$ cat src/rtl/mem_req_ctrl.sv
// Request controller for the 8-entry, 256-bit scratch memory.
// Optional watchdog: define MEM_REQ_TIMEOUT_EN.
module mem_req_ctrl #(
  parameter int DATA_W   = 256,
  parameter int ADDR_W   = 5,
  parameter int DEPTH    = 8,
  parameter int MIN_HOLD = 3,
  parameter int TIMEOUT  = 16
) (
  input  logic              clk,
  input  logic              rst,
  input  logic              req_valid,
  output logic              req_ready,
  input  logic              req_write,
  input  logic [ADDR_W-1:0] req_addr,
  input  logic [DATA_W-1:0] req_wdata,
  output logic              rsp_valid,
  input  logic              rsp_ready,
  output logic [DATA_W-1:0] rsp_rdata,
  output logic              rsp_err,
  output logic [ADDR_W-1:0] mem_address,
  output logic [DATA_W-1:0] mem_data_in,
  output logic              mem_write_en,
  output logic              mem_read_en,
  output logic              mem_enable,
  input  logic [DATA_W-1:0] mem_data_out,
  input  logic              mem_served,
  output logic              busy
);

  localparam int HOLD_MAX =
    (MIN_HOLD > TIMEOUT) ? MIN_HOLD : TIMEOUT;
  localparam int CNT_W = $clog2(HOLD_MAX + 1);

  typedef enum logic [1:0] {
    S_IDLE,
    S_ACCESS,
    S_RESP
  } state_t;

  state_t              r_state;
  logic [CNT_W-1:0]    r_hold;
  logic                r_write;
  logic [ADDR_W-1:0]   r_addr;
  logic [DATA_W-1:0]   r_wdata;
  logic [DATA_W-1:0]   r_rdata;
  logic                r_err;
  logic                r_we;
  logic                r_re;
  logic                r_en;

  state_t              w_state;
  logic [CNT_W-1:0]    w_hold;
  logic                w_write;
  logic [ADDR_W-1:0]   w_addr;
  logic [DATA_W-1:0]   w_wdata;
  logic [DATA_W-1:0]   w_rdata;
  logic                w_err;
  logic                w_we;
  logic                w_re;
  logic                w_en;
  logic                w_oob;
  logic                w_done;
  logic                w_tmo;

  assign w_oob =
    ({1'b0, req_addr} >= (ADDR_W + 1)'(DEPTH));

  // A served pulse only counts once the read path has settled.
  assign w_done = mem_served
    && (r_hold >= CNT_W'(MIN_HOLD));

`ifdef MEM_REQ_TIMEOUT_EN
  assign w_tmo =
    ({1'b0, r_hold} + 1'b1) >= (CNT_W + 1)'(TIMEOUT);
`else
  assign w_tmo = 1'b0;
`endif

  always_comb begin
    w_state = r_state;
    w_hold  = r_hold;
    w_write = r_write;
    w_addr  = r_addr;
    w_wdata = r_wdata;
    w_rdata = r_rdata;
    w_err   = r_err;
    w_we    = r_we;
    w_re    = r_re;
    w_en    = r_en;
    unique case (r_state)
      S_IDLE: begin
        if (req_valid) begin
          w_write = req_write;
          w_addr  = req_addr;
          w_wdata = req_wdata;
          if (w_oob) begin
            w_state = S_RESP;
            w_err   = 1'b1;
            w_rdata = '0;
          end else begin
            w_state = S_ACCESS;
            w_hold  = '0;
            w_we    = req_write;
            w_re    = !req_write;
            w_en    = 1'b1;
          end
        end
      end
      S_ACCESS: begin
        if (r_hold != CNT_W'(HOLD_MAX))
          w_hold = r_hold + 1'b1;
        if (w_done) begin
          w_rdata = r_write ? '0 : mem_data_out;
          w_err   = 1'b0;
          w_we    = 1'b0;
          w_re    = 1'b0;
          w_en    = 1'b0;
          w_state = S_RESP;
        end else if (w_tmo) begin
          w_rdata = '0;
          w_err   = 1'b1;
          w_we    = 1'b0;
          w_re    = 1'b0;
          w_en    = 1'b0;
          w_state = S_RESP;
        end
      end
      S_RESP: begin
        if (rsp_ready) begin
          w_state = S_IDLE;
          w_rdata = '0;
          w_err   = 1'b0;
        end
      end
      default: begin
        w_state = S_IDLE;
        w_we    = 1'b0;
        w_re    = 1'b0;
        w_en    = 1'b0;
      end
    endcase
  end

  always_ff @(posedge clk) begin
    if (rst) begin
      r_state <= S_IDLE;
      r_hold  <= '0;
      r_write <= 1'b0;
      r_addr  <= '0;
      r_wdata <= '0;
      r_rdata <= '0;
      r_err   <= 1'b0;
      r_we    <= 1'b0;
      r_re    <= 1'b0;
      r_en    <= 1'b0;
    end else begin
      r_state <= w_state;
      r_hold  <= w_hold;
      r_write <= w_write;
      r_addr  <= w_addr;
      r_wdata <= w_wdata;
      r_rdata <= w_rdata;
      r_err   <= w_err;
      r_we    <= w_we;
      r_re    <= w_re;
      r_en    <= w_en;
    end
  end

  assign req_ready    = (r_state == S_IDLE);
  assign rsp_valid    = (r_state == S_RESP);
  assign busy         = (r_state != S_IDLE);
  assign rsp_rdata    = r_rdata;
  assign rsp_err      = r_err;
  assign mem_address  = r_addr;
  assign mem_data_in  = r_wdata;
  assign mem_write_en = r_we;
  assign mem_read_en  = r_re;
  assign mem_enable   = r_en;

endmodule

$ cat config.mk
export PLATFORM = sky130hd
export DESIGN_NAME = mem_req_ctrl
export DESIGN_NICKNAME = d
export VERILOG_FILES = /design/src/rtl/mem_req_ctrl.sv
export SDC_FILE = /design/constraint.sdc
export NUM_CORES = 1
export LEC_CHECK = 0
export CAP_MARGIN = 15
export CELL_PAD_IN_SITES_DETAIL_PLACEMENT = 0
export CELL_PAD_IN_SITES_GLOBAL_PLACEMENT = 1
export CORE_AREA = 5 5 402 404
export DETAILED_ROUTE_END_ITERATION = 8
export DIE_AREA = 0 0 407 409
export GPL_TIMING_DRIVEN = 0
export PLACE_DENSITY = 0.53
export SYNTH_ARGS = -nofsm -noshare
export SYNTH_HDL_FRONTEND = slang
export SYNTH_SLANG_ARGS = --single-unit
export TNS_END_PERCENT = 20
$ cat constraint.sdc
create_clock -name clk -period 3.68 [get_ports clk]
set_input_delay 0.92 -clock clk [delete_from_list [all_inputs] [get_ports clk]]
set_output_delay 0.92 -clock clk [all_outputs]
set_load 0.05 [all_outputs]
**Yosys cells after proc, flatten, opt, wreduce, memory -nomap -nowiden**

Index checks and enable logic that the tools add are counted.
Widths: inputs -> output; s select.

- Add/subtract/negate cells: 1
- Magnitude comparators: 2
- Equal/unequal tests: 9
- Multiplexer cells: 29
- Bitwise operators: 1
- Reductions and logical operators: 11

Operator list:

| kind | number |
|---|---|
| $mux 256 | 5 |
| $pmux 256 s3 | 1 |
| $mux 5 | 3 |
| $pmux 1 s3 | 4 |
| $mux 1 | 10 |
| $pmux 5 s2 | 1 |
| $mux 2 | 4 |
| $ne 2x2->1 const B | 4 |
| $reduce_and 4->1 | 2 |
| $pmux 2 s3 | 1 |
| $add 5x1->5 const B | 1 |
| $ge 5x2->1 const B | 1 |
| $ge 5x4->1 const B | 1 |
| $ne 5x5->1 const B | 1 |
| $reduce_and 5->1 | 1 |
| $ne 2x1->1 const B | 2 |
| $reduce_bool 2->1 | 2 |
| $reduce_and 3->1 | 1 |
| $reduce_bool 3->1 | 1 |
| $eq 2x1->1 const B | 1 |
| $eq 2x2->1 const B | 1 |
| $logic_not 2->1 | 1 |
| $reduce_and 2->1 | 1 |
| $logic_and 1x1->1 | 1 |
| 2 further kinds | 2 |

- Register bits: 529
- Input bits: 523
- Output and inout port bits: 524
- Logic and storage cells: 63

**Logic depth before layout (Yosys ltp)**

Gate-level depths: netlist of run 1.

- Word-level depth: 4
- Mapped depth: 9
- Depth with buffers taken out: 6

**Worst setup path after synthesis of run 1**

Ideal clock, no wire load.

- Path kind: register to register
- Start: reg r_state[0]
- End: reg r_rdata[100] (netlist: rsp_rdata[100])
- Library setup time: 0.072 ns
- Data arrival time: 2.347 ns
- Data required time: 3.608 ns
- Setup slack: 1.261 ns
- Cell stages (with the launch flop): 10
- Path buffers: 3
- Period minus slack after synthesis: 2.419 ns
- Cell sequence: dfxtp_1 > inv_1 > ha_1 > buf_2 > inv_1 > o221a_4 > nand3_4 > buf_12 > buf_12 > mux2i_1

- Word-level cells in the longest chain between the ends: 3
- Elaborated cells on any way between the ends: 10
- Classes of those cells: eq/ne: 6; mux: 1; reduce/logical: 3

Ends and longest elaborated chain:

| element | line | source |
|---|---|---|
| start, declared | 41 | `state_t r_state;` |
| start signal, assigned | 158 | `r_state <= w_state;` |
| $logic_not 2->1 (*) | - |  |
| named net req_ready | 13 | `output logic req_ready,` |
| $ne 2x1->1 (no source line) (tied with other cells) | - |  |
| $reduce_and 5->1 (no source line) | - |  |
| end signal, assigned | 163 | `r_rdata <= w_rdata;` |
| end, declared | 46 | `logic [DATA_W-1:0] r_rdata;` |

The timed path passes the listed nets; every way through them passes the cells marked *.
A chain may end at the register's enable or synchronous reset.

**Worst setup path after layout of run 1**

- Start: in rst
- End: reg r_wdata[144] (netlist: mem_data_in[144])

RTL lines:

| element | line | source |
|---|---|---|
| start, declared | 11 | `input logic rst,` |
| end signal, assigned | 162 | `r_wdata <= w_wdata;` |
| end, declared | 45 | `logic [DATA_W-1:0] r_wdata;` |

No word-level cell between the ends.

==> results.md, run 1 <==
- Initial Utilization: 0.130
- Power Dens Cells: 538 nW/µm²
- Sw Pwr: 6.62 mW
- CTS tree: built
- cts hold-fix bufs: 0
- actual slew at the worst max-slew pin: 1100 ps
- maximum level of the CTS H-tree: 3
- Area Overhead vs Synth: 76.8%
- ordered cell list for the critical path: clkdlybuf4s50_1 -> clkbuf_1 -> clkbuf_1 -> clkbuf_1 -> a21oi_1
- FF-to-FF End: mem_data_in[139]
- Post-Syn Area per Cell: 8.86 µm²
- summed negative setup slack over all endpoints: 0 ps
- core box area: 157,000 µm²
- Clk network pwr share: 0.401
- number of cells produced by synthesis: 2,319
- clock input transition at the sequential cells of the worst setup and hold paths: 50 ps
- internal reg-to-reg setup slack: 440 ps
- sequential fraction of the synthesis area: 0.516
- end point of the most critical hold path: mem_data_in[55]
- clock root buffer master: clkbuf_16
- vias in the first global route: 20,765
- Comb power frac: 0.275
- Horiz. Die Dim: 407 µm
- number of placed I/O pins: 1,047
- Peak VDD IR: 0.312 mV
- final setup margin: 322 ps
- total buffers and inverters traversed by the critical path: 4
- CTS Sinks: 529
- number of nets at the end of the flow: 3,971
- mux share of post-synthesis cell area: 0.125
- combinational family with the most area after synthesis: simple AND/OR/NAND/NOR gates
- die outline area: 166,000 µm²
- initial drt markers: 980
- largest area contributor in the synthesized netlist: dfxtp_1
- Syn Std Cell Area: 20,500 µm²
- Max Fclk: 298 MHz
- flip-flop and latch count after synthesis: 529
- total detailed-routing wirelength: 132,000 µm
- weighted congestion reported at the end of routability-driven placement: 0.829
- Flop pwr share: 0.324
- standard cell area after detailed placement: 33,600 µm²
- clock insertion delay at the later pin of the skew report: 670 ps
- post-layout total power: 19.5 mW
- endpoints failing setup: 0
- crit end category: register
- buffers from clock root to sink, at most: 3
- endpoint required time on the critical path: 4160 ps
- post-synthesis share of cell area spent on and, or, nand and nor gates: 0.228
- DRT Pass-1 Iters: 5
- setup repair after global routing missed its margin: no
- number of placement rows: 146
- portion of the clock cycle consumed by the worst path in the final layout: 0.913
- crit path max-delay cell type: clkbuf_1
- via/cell ratio: 3.62
- startpoint of the lowest-slack hold path: mem_data_in[55]
- distinct cell type count after synthesis: 35
- run status: finished, final reports clean
- worst rel slew slack: 0.264
- Period minus WS final: 3360 ps
- count of endpoints failing hold in the final timing report: 0
- area share of xor/xnor cells in the synthesized design: 0.00171
- initial antenna violation count: 55
- Via Count: 20,247
- critical path arrival: 3840 ps
- number of buffers inserted by post-CTS setup repair: 0
- Die Span Y: 409 µm
- commonest cells after routing, fill and taps aside: 1,045 x clkdlybuf4s50_1, 783 x nand2_1, 529 x dfxtp_1
- total congestion overflow after global routing: 0
- Final Max Slew Viols: 0
- r2r worst-path depth: 9
- switching fraction of total power: 0.339
- most common cell after layout, fill and taps aside: clkdlybuf4s50_1
- worst min-delay path category: reg -> reg
- minimum setup slack after placement: -647 ps
- Post-Synthesis Net Count: 2,848
- Ys Warns: 0
- adder-cell share of the synthesized area: 0.00366
- cell types with the largest area share after synthesis: dfxtp_1 52%, nand2_1 14%, mux2i_1 13%
- pin count of the biggest net entering global routing: 13
- Final HPWL DP: 108,000 µm
- first-pass GRT wire length: 174,000 µm
- Leak Pwr: 13.1 nW
- share of the synthesized area in compound gates (AO/OA/AOI/OAI): 0.0714
- internal power consumption: 12.9 mW
- proportion of netlist area held by the largest area contributor: 0.516
- global-route total usage across every layer: 0.151
- Min-Delay Path Depth: 2
- Max Fanout on Critical Path: 10
- Non-Filler Cell Area, Final: 36,300 µm²
- fraction of layout cells with a size suffix above 1: 0.0462
- number of nets with antenna violations after routing: 0
- number of port buffers: 1,046
- CP max stage delay: 780 ps
- startpoint of the worst-slack reg-to-reg timing path: r_state[1]
- number of maximum-capacitance violations: 0
- critical path startpoint category: primary input
- clock buffer count from CTS: 75
- WS Path Type: in -> reg
- clk_skew: 42.6 ps
- most prevalent standard cell on the critical path: clkbuf_1
- DRC: 0
- routed wirelength normalized by instance count: 23.5 µm
- cell class contributing the biggest share of worst-path delay: buffers and inverters
repair_timing:
item                                    in CTS  in global routing
endpoints found under the setup margin       1                  1
gates resized for setup                      3                  1
pin swaps                                    0                  0
area by class of cell:
type	count	area, µm²
multi-input combinational	1612	8840
buffer	172	1090
timing repair buffer	1046	10500
clock inverter	31	492
fill	17253	121000
inverter	6	22.5
clock buffer	107	2160
antenna	21	52.6
tap	2072	2590
sequential	529	10600
registers in the layout, indices dropped and copies added, names as in the netlist:
register      flops
mem_enable        1
r_state           2
rsp_rdata       256
mem_write_en      1
mem_data_in     256
mem_read_en       1
mem_address       5
r_hold            5
r_write           1
rsp_err           1
cell usage after synthesis:
cell type,number
mux2i_1,257
or3_1,2
o221ai_1,2
xnor2_1,1
a21oi_1,268
buf_8,1
buf_4,1
and2_1,2
o221a_4,1
a31oi_1,1
nor3_1,1
dfxtp_1,529
clkbuf_1,129
nor2b_1,2
o22ai_1,1
a21o_1,1
or4_1,1
buf_2,7
nand3_4,1
nand2_1,783
a211o_1,1
or3b_4,1
and4bb_2,1
ha_1,6
nand4_1,1
o21ai_0,5
nand2b_1,259
xor2_1,3
buf_12,26
o2111ai_1,1
nor2_1,7
buf_1,8
a311oi_1,2
inv_1,6
o211ai_1,1
metrics by stage:
stage | hold slack, ps | std cells | utilization
finish | 450 | 5596 | 0.231
floorplan | 437 | 2319 | -
global route | 466 | 5582 | 0.230
CTS | 454 | 5575 | 0.230
detailed placement | 447 | 5437 | 0.213
global placement | 441 | 5437 | 0.213
power groups by stage:
stage | sequential [mW] | clock [mW] | combinational (mW)
2_1_floorplan | 7.61 | 0 | 2.00
3_3_place_gp | 6.42 | 0 | 5.50
3_5_place_dp | 6.43 | 0 | 5.47
4_1_cts | 6.32 | 8.15 | 5.49
5_1_grt | 6.35 | 8.37 | 5.68
6_report | 6.32 | 7.83 | 5.37
worst max-delay path by stage:
stage,slack [ps],startpoint,endpoint,cells after the start
2_1_floorplan,1260,r_state[0],rsp_rdata[100],9
3_3_place_gp,-590,rst,mem_data_in[227],5
3_5_place_dp,-650,rst,mem_data_in[225],5
4_1_cts,60,r_state[1],rsp_rdata[29],8
5_1_grt,4,rst,mem_data_in[141],5
6_report,320,rst,mem_data_in[144],5
routing by layer:
layer	vias up	GRT usage	routed length (µm)	part of all wire
met5	-	0	184	0.0014
met4	30	0.0476	4000	0.030
met3	199	0.0677	12600	0.096
met2	750	0.256	63000	0.48
met1	9509	0.168	51800	0.39
li1	9759	-	-	-
logic make-up after synthesis:
| family | count (synthesis) |
|---|---|
| flops | 529 |
| fa+ha+maj | 6 |
| xor+xnor | 4 |
| mux | 257 |
| simple gates | 1061 |
| buf+inv | 178 |
| compound gates | 284 |
worst register-to-register path, cell delays in order (launching register included):
cell and delay [ps]:
dfxtp_1 340, inv_1 100, ha_1 180, buf_2 260, and2_1 160, buf_2 400
clkbuf_1 670, clkbuf_1 570, nand2_1 300, a21oi_1 180
No activity file was read; power rests on OpenSTA's default activity.
==> run 2, diff against run 1 <==
--- a/config.mk
+++ b/config.mk
@@ -14,4 +14,5 @@
 export GPL_TIMING_DRIVEN = 0
 export PLACE_DENSITY = 0.53
+export SLEW_MARGIN = 0
 export SYNTH_ARGS = -nofsm -noshare
 export SYNTH_HDL_FRONTEND = slang
==> constraint.sdc (replaced) <==
create_clock -name clk -period 3.68 [get_ports clk]
set_input_delay 0.92 -clock clk [delete_from_list [all_inputs] [get_ports clk]]
set_output_delay 0.92 -clock clk [all_outputs]
set_load 0.01 [all_outputs]
==> run 2 against run 1 <==
  * Design area about the same
  * Global-route usage unchanged
  * Clock-buffer cell count unchanged
  * Worst setup slack unchanged
  * Clock skew about the same
  * Die area unchanged
  * Largest power group unchanged
  * Highest routed layer unchanged
==> results.md, run 2 (synthesized netlist as in run 1, its figures left out) <==
- worst min-delay path category: reg -> reg
- post-layout total power: 18.4 mW, -5.6%
- standard cell area after detailed placement: 33,600 µm², unchanged
- die outline area: 166,000 µm², unchanged
- pin count of the biggest net entering global routing: 13, unchanged
- worst rel slew slack: 0.264, unchanged
- Max Fclk: 298 MHz, unchanged
- global-route total usage across every layer: 0.151, unchanged
- smallest hold slack: 450 ps, unchanged
- maximum level of the CTS H-tree: 3, unchanged
- count of endpoints failing hold in the final timing report: 0, unchanged
- core box area: 157,000 µm², unchanged
- clk_skew: 42.7 ps, +0.0855 ps
- endpoints failing setup: 0, unchanged
- cts hold-fix bufs: 0, unchanged
- number of port buffers: 1,046, unchanged
- initial drt markers: 980, unchanged
- DRC: 0, unchanged
- WS Path Type: in -> reg
- ordered cell list for the critical path: clkdlybuf4s50_1 -> clkbuf_1 -> clkbuf_1 -> clkbuf_1 -> a21oi_1
- crit path max-delay cell type: clkbuf_1
- Non-Filler Cell Area, Final: 36,300 µm², about the same
- fraction of layout cells with a size suffix above 1: 0.0460, -0.000285
- Power Dens Cells: 508 nW/µm², -5.5%
- number of maximum-capacitance violations: 0, unchanged
- initial antenna violation count: 55, unchanged
- Final HPWL DP: 108,000 µm, unchanged
- CTS tree: built
- total congestion overflow after global routing: 0, unchanged
- Period minus WS final: 3360 ps, unchanged
- portion of the clock cycle consumed by the worst path in the final layout: 0.913, unchanged
- CP max stage delay: 780 ps, about the same
- placed cell count: 5,437, unchanged
- actual slew at the worst max-slew pin: 1100 ps, unchanged
- commonest cells after routing, fill and taps aside: 1,045 x clkdlybuf4s50_1, 783 x nand2_1, 529 x dfxtp_1
- Final Max Slew Viols: 0, unchanged
- clock buffer count from CTS: 75, unchanged
- first-pass GRT wire length: 174,000 µm, unchanged
- most prevalent standard cell on the critical path: clkbuf_1
- clock insertion delay at the later pin of the skew report: 670 ps, about the same
- CTS Sinks: 529, unchanged
- number of placement rows: 146, unchanged
- endpoint required time on the critical path: 4160 ps, about the same
- most common cell after layout, fill and taps aside: clkdlybuf4s50_1
- fillers: 17,254, +0.0058%
- number of nets with antenna violations after routing: 0, unchanged
- total detailed-routing wirelength: 132,000 µm, about the same
- Horiz. Die Dim: 407 µm, unchanged
- combined area of the multi-input logic cells: 8840 µm², unchanged
- critical path startpoint category: primary input
- run status: finished, final reports clean
- Die Span Y: 409 µm, unchanged
- critical path arrival: 3840 ps, about the same
- number of buffers inserted by post-CTS setup repair: 0, unchanged
- setup repair after global routing missed its margin: no
- weighted congestion reported at the end of routability-driven placement: 0.829, unchanged
- DRT Pass-1 Iters: 5, unchanged
- via/cell ratio: 3.62, about the same
- Via Count: 20,253, +0.030%
- Initial Utilization: 0.130, unchanged
- crit end category: register
- number of standard cells in the final layout excluding fillers: 5,596, unchanged
- clock root buffer master: clkbuf_16
- Leak Pwr: 13.1 nW, about the same
- Peak VDD IR: 0.312 mV, -0.17%
- number of nets at the end of the flow: 3,971, unchanged
- clock input transition at the sequential cells of the worst setup and hold paths: 50 ps, about the same
- number of placed I/O pins: 1,047, unchanged
- sequential cell area: 10,600 µm², unchanged
- Finished Core Util: 0.231, about the same
- vias in the first global route: 20,765, unchanged
- Area Overhead vs Synth: 76.8%, about the same
- buffers from clock root to sink, at most: 3, unchanged
- Max Fanout on Critical Path: 10, unchanged
- routed wirelength normalized by instance count: 23.5 µm, about the same
## run 2: metal layers
metal,vias up,global-route usage,part of all wire
li1,9759,-,-
met1,9515,0.168,0.39
met2,750,0.256,0.48
met3,199,0.0677,0.096
met4,30,0.0476,0.030
met5,-,0,0.0014
## run 2: final timing paths
path	startpoint	to	slack [ps]	cells past startpoint
worst max-delay path	rst	mem_data_in[144]	320	5
worst min-delay path	mem_data_in[55]	mem_data_in[55]	450	2
worst max register to register	r_state[1]	mem_data_in[139]	440	9
worst min register to register	mem_data_in[55]	mem_data_in[55]	450	2
## run 2: stage by stage
step	worst slack, ps	TNS [ps]
2_1_floorplan	1700	0
3_3_place_gp	-587	-88570
3_5_place_dp	-647	-104480
4_1_cts	65.0	0
5_1_grt	4.48	0
6_report	322	0
## run 2: critical path: cells and delay by family
kind	cells	cell delay [ps]
compound gates	1	90
buf+inv	4	2800
## run 2: cell type report
| type | instances | share of cell area |
|---|---|---|
| antenna | 21 | 0.00145 |
| buffer | 172 | 0.0301 |
| clock buffer | 107 | 0.0594 |
| clock inverter | 31 | 0.0135 |
| inverter | 6 | 0.000620 |
| multi-input combinational | 1612 | 0.243 |
| sequential | 529 | 0.292 |
| tap | 2072 | 0.0714 |
| timing repair buffer | 1046 | 0.288 |
## run 2: repair_timing
item,CTS,global route
setup endpoints to repair,1,1
gates cloned,0,0
gates resized for setup,1,1
## run 2: power breakdown
group	leakage [nW]	internal, mW	switching (mW)	total (mW)
Sequential	4.30	6.09	0.222	6.32
Combinational	7.51	2.10	2.19	4.29
Clock	1.29	4.71	3.12	7.83
Total	13.1	12.9	5.53	18.4
==> run 3, diff against run 2 <==
SETUP_SLACK_MARGIN = 0.3   (was not set)
==> run 3 against run 2 <==
  * Utilization hardly changed
  * Fmax up 8.7%
  * Sequential power barely moved
  * Critical path type is now reg -> reg
  * Largest power group unchanged
  * Die area unchanged
  * Register-to-register slack better by 150 ps
==> results.md, run 3 (synthesized netlist as in run 1, its figures left out) <==
- endpoints failing setup: 0, unchanged
- Min-Delay Path Depth: 2, unchanged
- startpoint of the worst-slack reg-to-reg timing path: r_state[1]
- Max Fanout on Critical Path: 10, unchanged
- via/cell ratio: 3.62, +0.15%
- fraction of layout cells with a size suffix above 1: 0.0474, +0.00141
- Final HPWL DP: 108,000 µm, unchanged
- Leak Pwr: 13.1 nW, about the same
- combined area of the multi-input logic cells: 8840 µm², about the same
- maximum level of the CTS H-tree: 3, unchanged
- total detailed-routing wirelength: 132,000 µm, about the same
- r2r worst-path depth: 9, unchanged
- count of endpoints failing hold in the final timing report: 0, unchanged
- routed wirelength normalized by instance count: 23.5 µm, about the same
- Power Dens Cells: 507 nW/µm², about the same
- run status: finished, final reports clean
- endpoint required time on the critical path: 4270 ps, +110 ps
- internal reg-to-reg setup slack: 590 ps, +150 ps
- most common cell after layout, fill and taps aside: clkdlybuf4s50_1
- total congestion overflow after global routing: 0, unchanged
- cts hold-fix bufs: 0, unchanged
- clock insertion delay at the later pin of the skew report: 670 ps, about the same
- standard cell area after detailed placement: 33,600 µm², unchanged
- global-route total usage across every layer: 0.151, about the same
- Period minus WS final: 3090 ps, -269 ps
- worst rel slew slack: 0.219, -0.0456
- Final Max Slew Viols: 0, unchanged
- buffers from clock root to sink, at most: 3, unchanged
- Horiz. Die Dim: 407 µm, unchanged
- Die Span Y: 409 µm, unchanged
- portion of the clock cycle consumed by the worst path in the final layout: 0.839, -0.0731
- CTS Sinks: 529, unchanged
- number of placed I/O pins: 1,047, unchanged
- initial drt markers: 964, -1.6%
- die outline area: 166,000 µm², unchanged
- DRC: 0, unchanged
- Initial Utilization: 0.130, unchanged
- clock root buffer master: clkbuf_16
- WS Path Type: reg -> reg
- Worst setup startpoint: r_state[1]
- vias in the first global route: 20,771, +0.029%
- clock input transition at the sequential cells of the worst setup and hold paths: 60 ps, about the same
- number of maximum-capacitance violations: 0, unchanged
- setup repair after global routing missed its margin: yes
- clk_skew: 42.0 ps, -0.677 ps
- first-pass GRT wire length: 174,000 µm, about the same
- critical path startpoint category: register
- commonest cells after routing, fill and taps aside: 1,045 x clkdlybuf4s50_1, 782 x nand2_1, 529 x dfxtp_1
- core box area: 157,000 µm², unchanged
- DRT Pass-1 Iters: 5, unchanged
- Peak VDD IR: 0.311 mV, -0.24%
- smallest hold slack: 450 ps, -0.363 ps
- clock buffer count from CTS: 75, unchanged
- Max Fclk: 324 MHz, +8.7%
- actual slew at the worst max-slew pin: 1170 ps, +68.4 ps
- pin count of the biggest net entering global routing: 13, unchanged
- critical path arrival: 3680 ps, -160 ps
- number of placement rows: 146, unchanged
- crit end category: register
- weighted congestion reported at the end of routability-driven placement: 0.829, unchanged
- fillers: 17,252, -0.012%
- number of nets at the end of the flow: 3,972, +0.025%
- initial antenna violation count: 55, unchanged
- Via Count: 20,298, +0.22%
- startpoint of the lowest-slack hold path: mem_data_in[55]
- number of port buffers: 1,046, unchanged
- CTS tree: built
- sequential cell area: 10,600 µm², unchanged
- Area Overhead vs Synth: 76.9%, about the same
- number of nets with antenna violations after routing: 0, unchanged
- Non-Filler Cell Area, Final: 36,300 µm², about the same
- worst min-delay path category: reg -> reg
run 3: cell types whose count changed in the layout (fill, tap and decap cells not counted), sizes merged:
cell and delta:
buf +1, diode +3, inv -1, clkinvlp +1
run 3: area by class of cell:
class | count | share of cell area
inverters | 6 | 0.000723
flip-flops and latches | 529 | 0.292
multi-input cells | 1612 | 0.243
well taps | 2072 | 0.0714
plain buffers | 172 | 0.0301
diodes | 24 | 0.00165
clock inverters | 31 | 0.0135
clock buffers | 107 | 0.0594
repair buffers | 1047 | 0.288
run 3: metal layers:
| layer | wire (µm) | vias to the layer above | GRT usage |
|---|---|---|---|
| met1 | 51800 | 9544 | 0.168 |
| li1 | - | 9767 | - |
| met3 | 12800 | 199 | 0.0677 |
| met4 | 3990 | 30 | 0.0476 |
| met2 | 63000 | 758 | 0.256 |
| met5 | 184 | - | 0 |
run 3: what timing repair did:
item                                    CTS  global route
hold endpoints to repair                  0             0
endpoints found under the setup margin   97            12
buffers inserted                          0             1
resized for setup                         4             4
cloned                                    0             0
run 3: path summary, 6_finish.rpt:
path / to
max: mem_data_in[21]
min: mem_data_in[55]
max reg2reg: mem_data_in[21]
min reg2reg: mem_data_in[55]
run 3: per-stage QoR:
stage | utilization | TNS [ps] | setup WS [ps] | cells | power (mW)
6_report | 0.231 | 0 | 591 | 5600 | 18.4
5_1_grt | 0.230 | 0 | 271 | 5583 | 19.3
4_1_cts | 0.230 | 0 | 180 | 5575 | 18.9
3_5_place_dp | 0.213 | -104480 | -647 | 5437 | 10.8
3_3_place_gp | 0.213 | -88570 | -587 | 5437 | 10.8
2_1_floorplan | - | 0 | 1700 | 2319 | 8.52
run 3: critical path: stages, from the launching register on:
cell and delay (ps):
dfxtp_1 340, inv_1 100, ha_1 180, buf_2 280, and2_1 170, buf_2 420, clkbuf_1 680, clkbuf_1 480
nand2_1 200, a21oi_1 160
run 3: report_power, final:
group / leakage (nW) / switching, mW / internal, mW / total [mW]
clock network: 1.29 / 3.11 / 4.71 / 7.82
logic: 7.52 / 2.19 / 2.11 / 4.29
registers: 4.30 / 0.222 / 6.09 / 6.32
total: 13.1 / 5.52 / 12.9 / 18.4
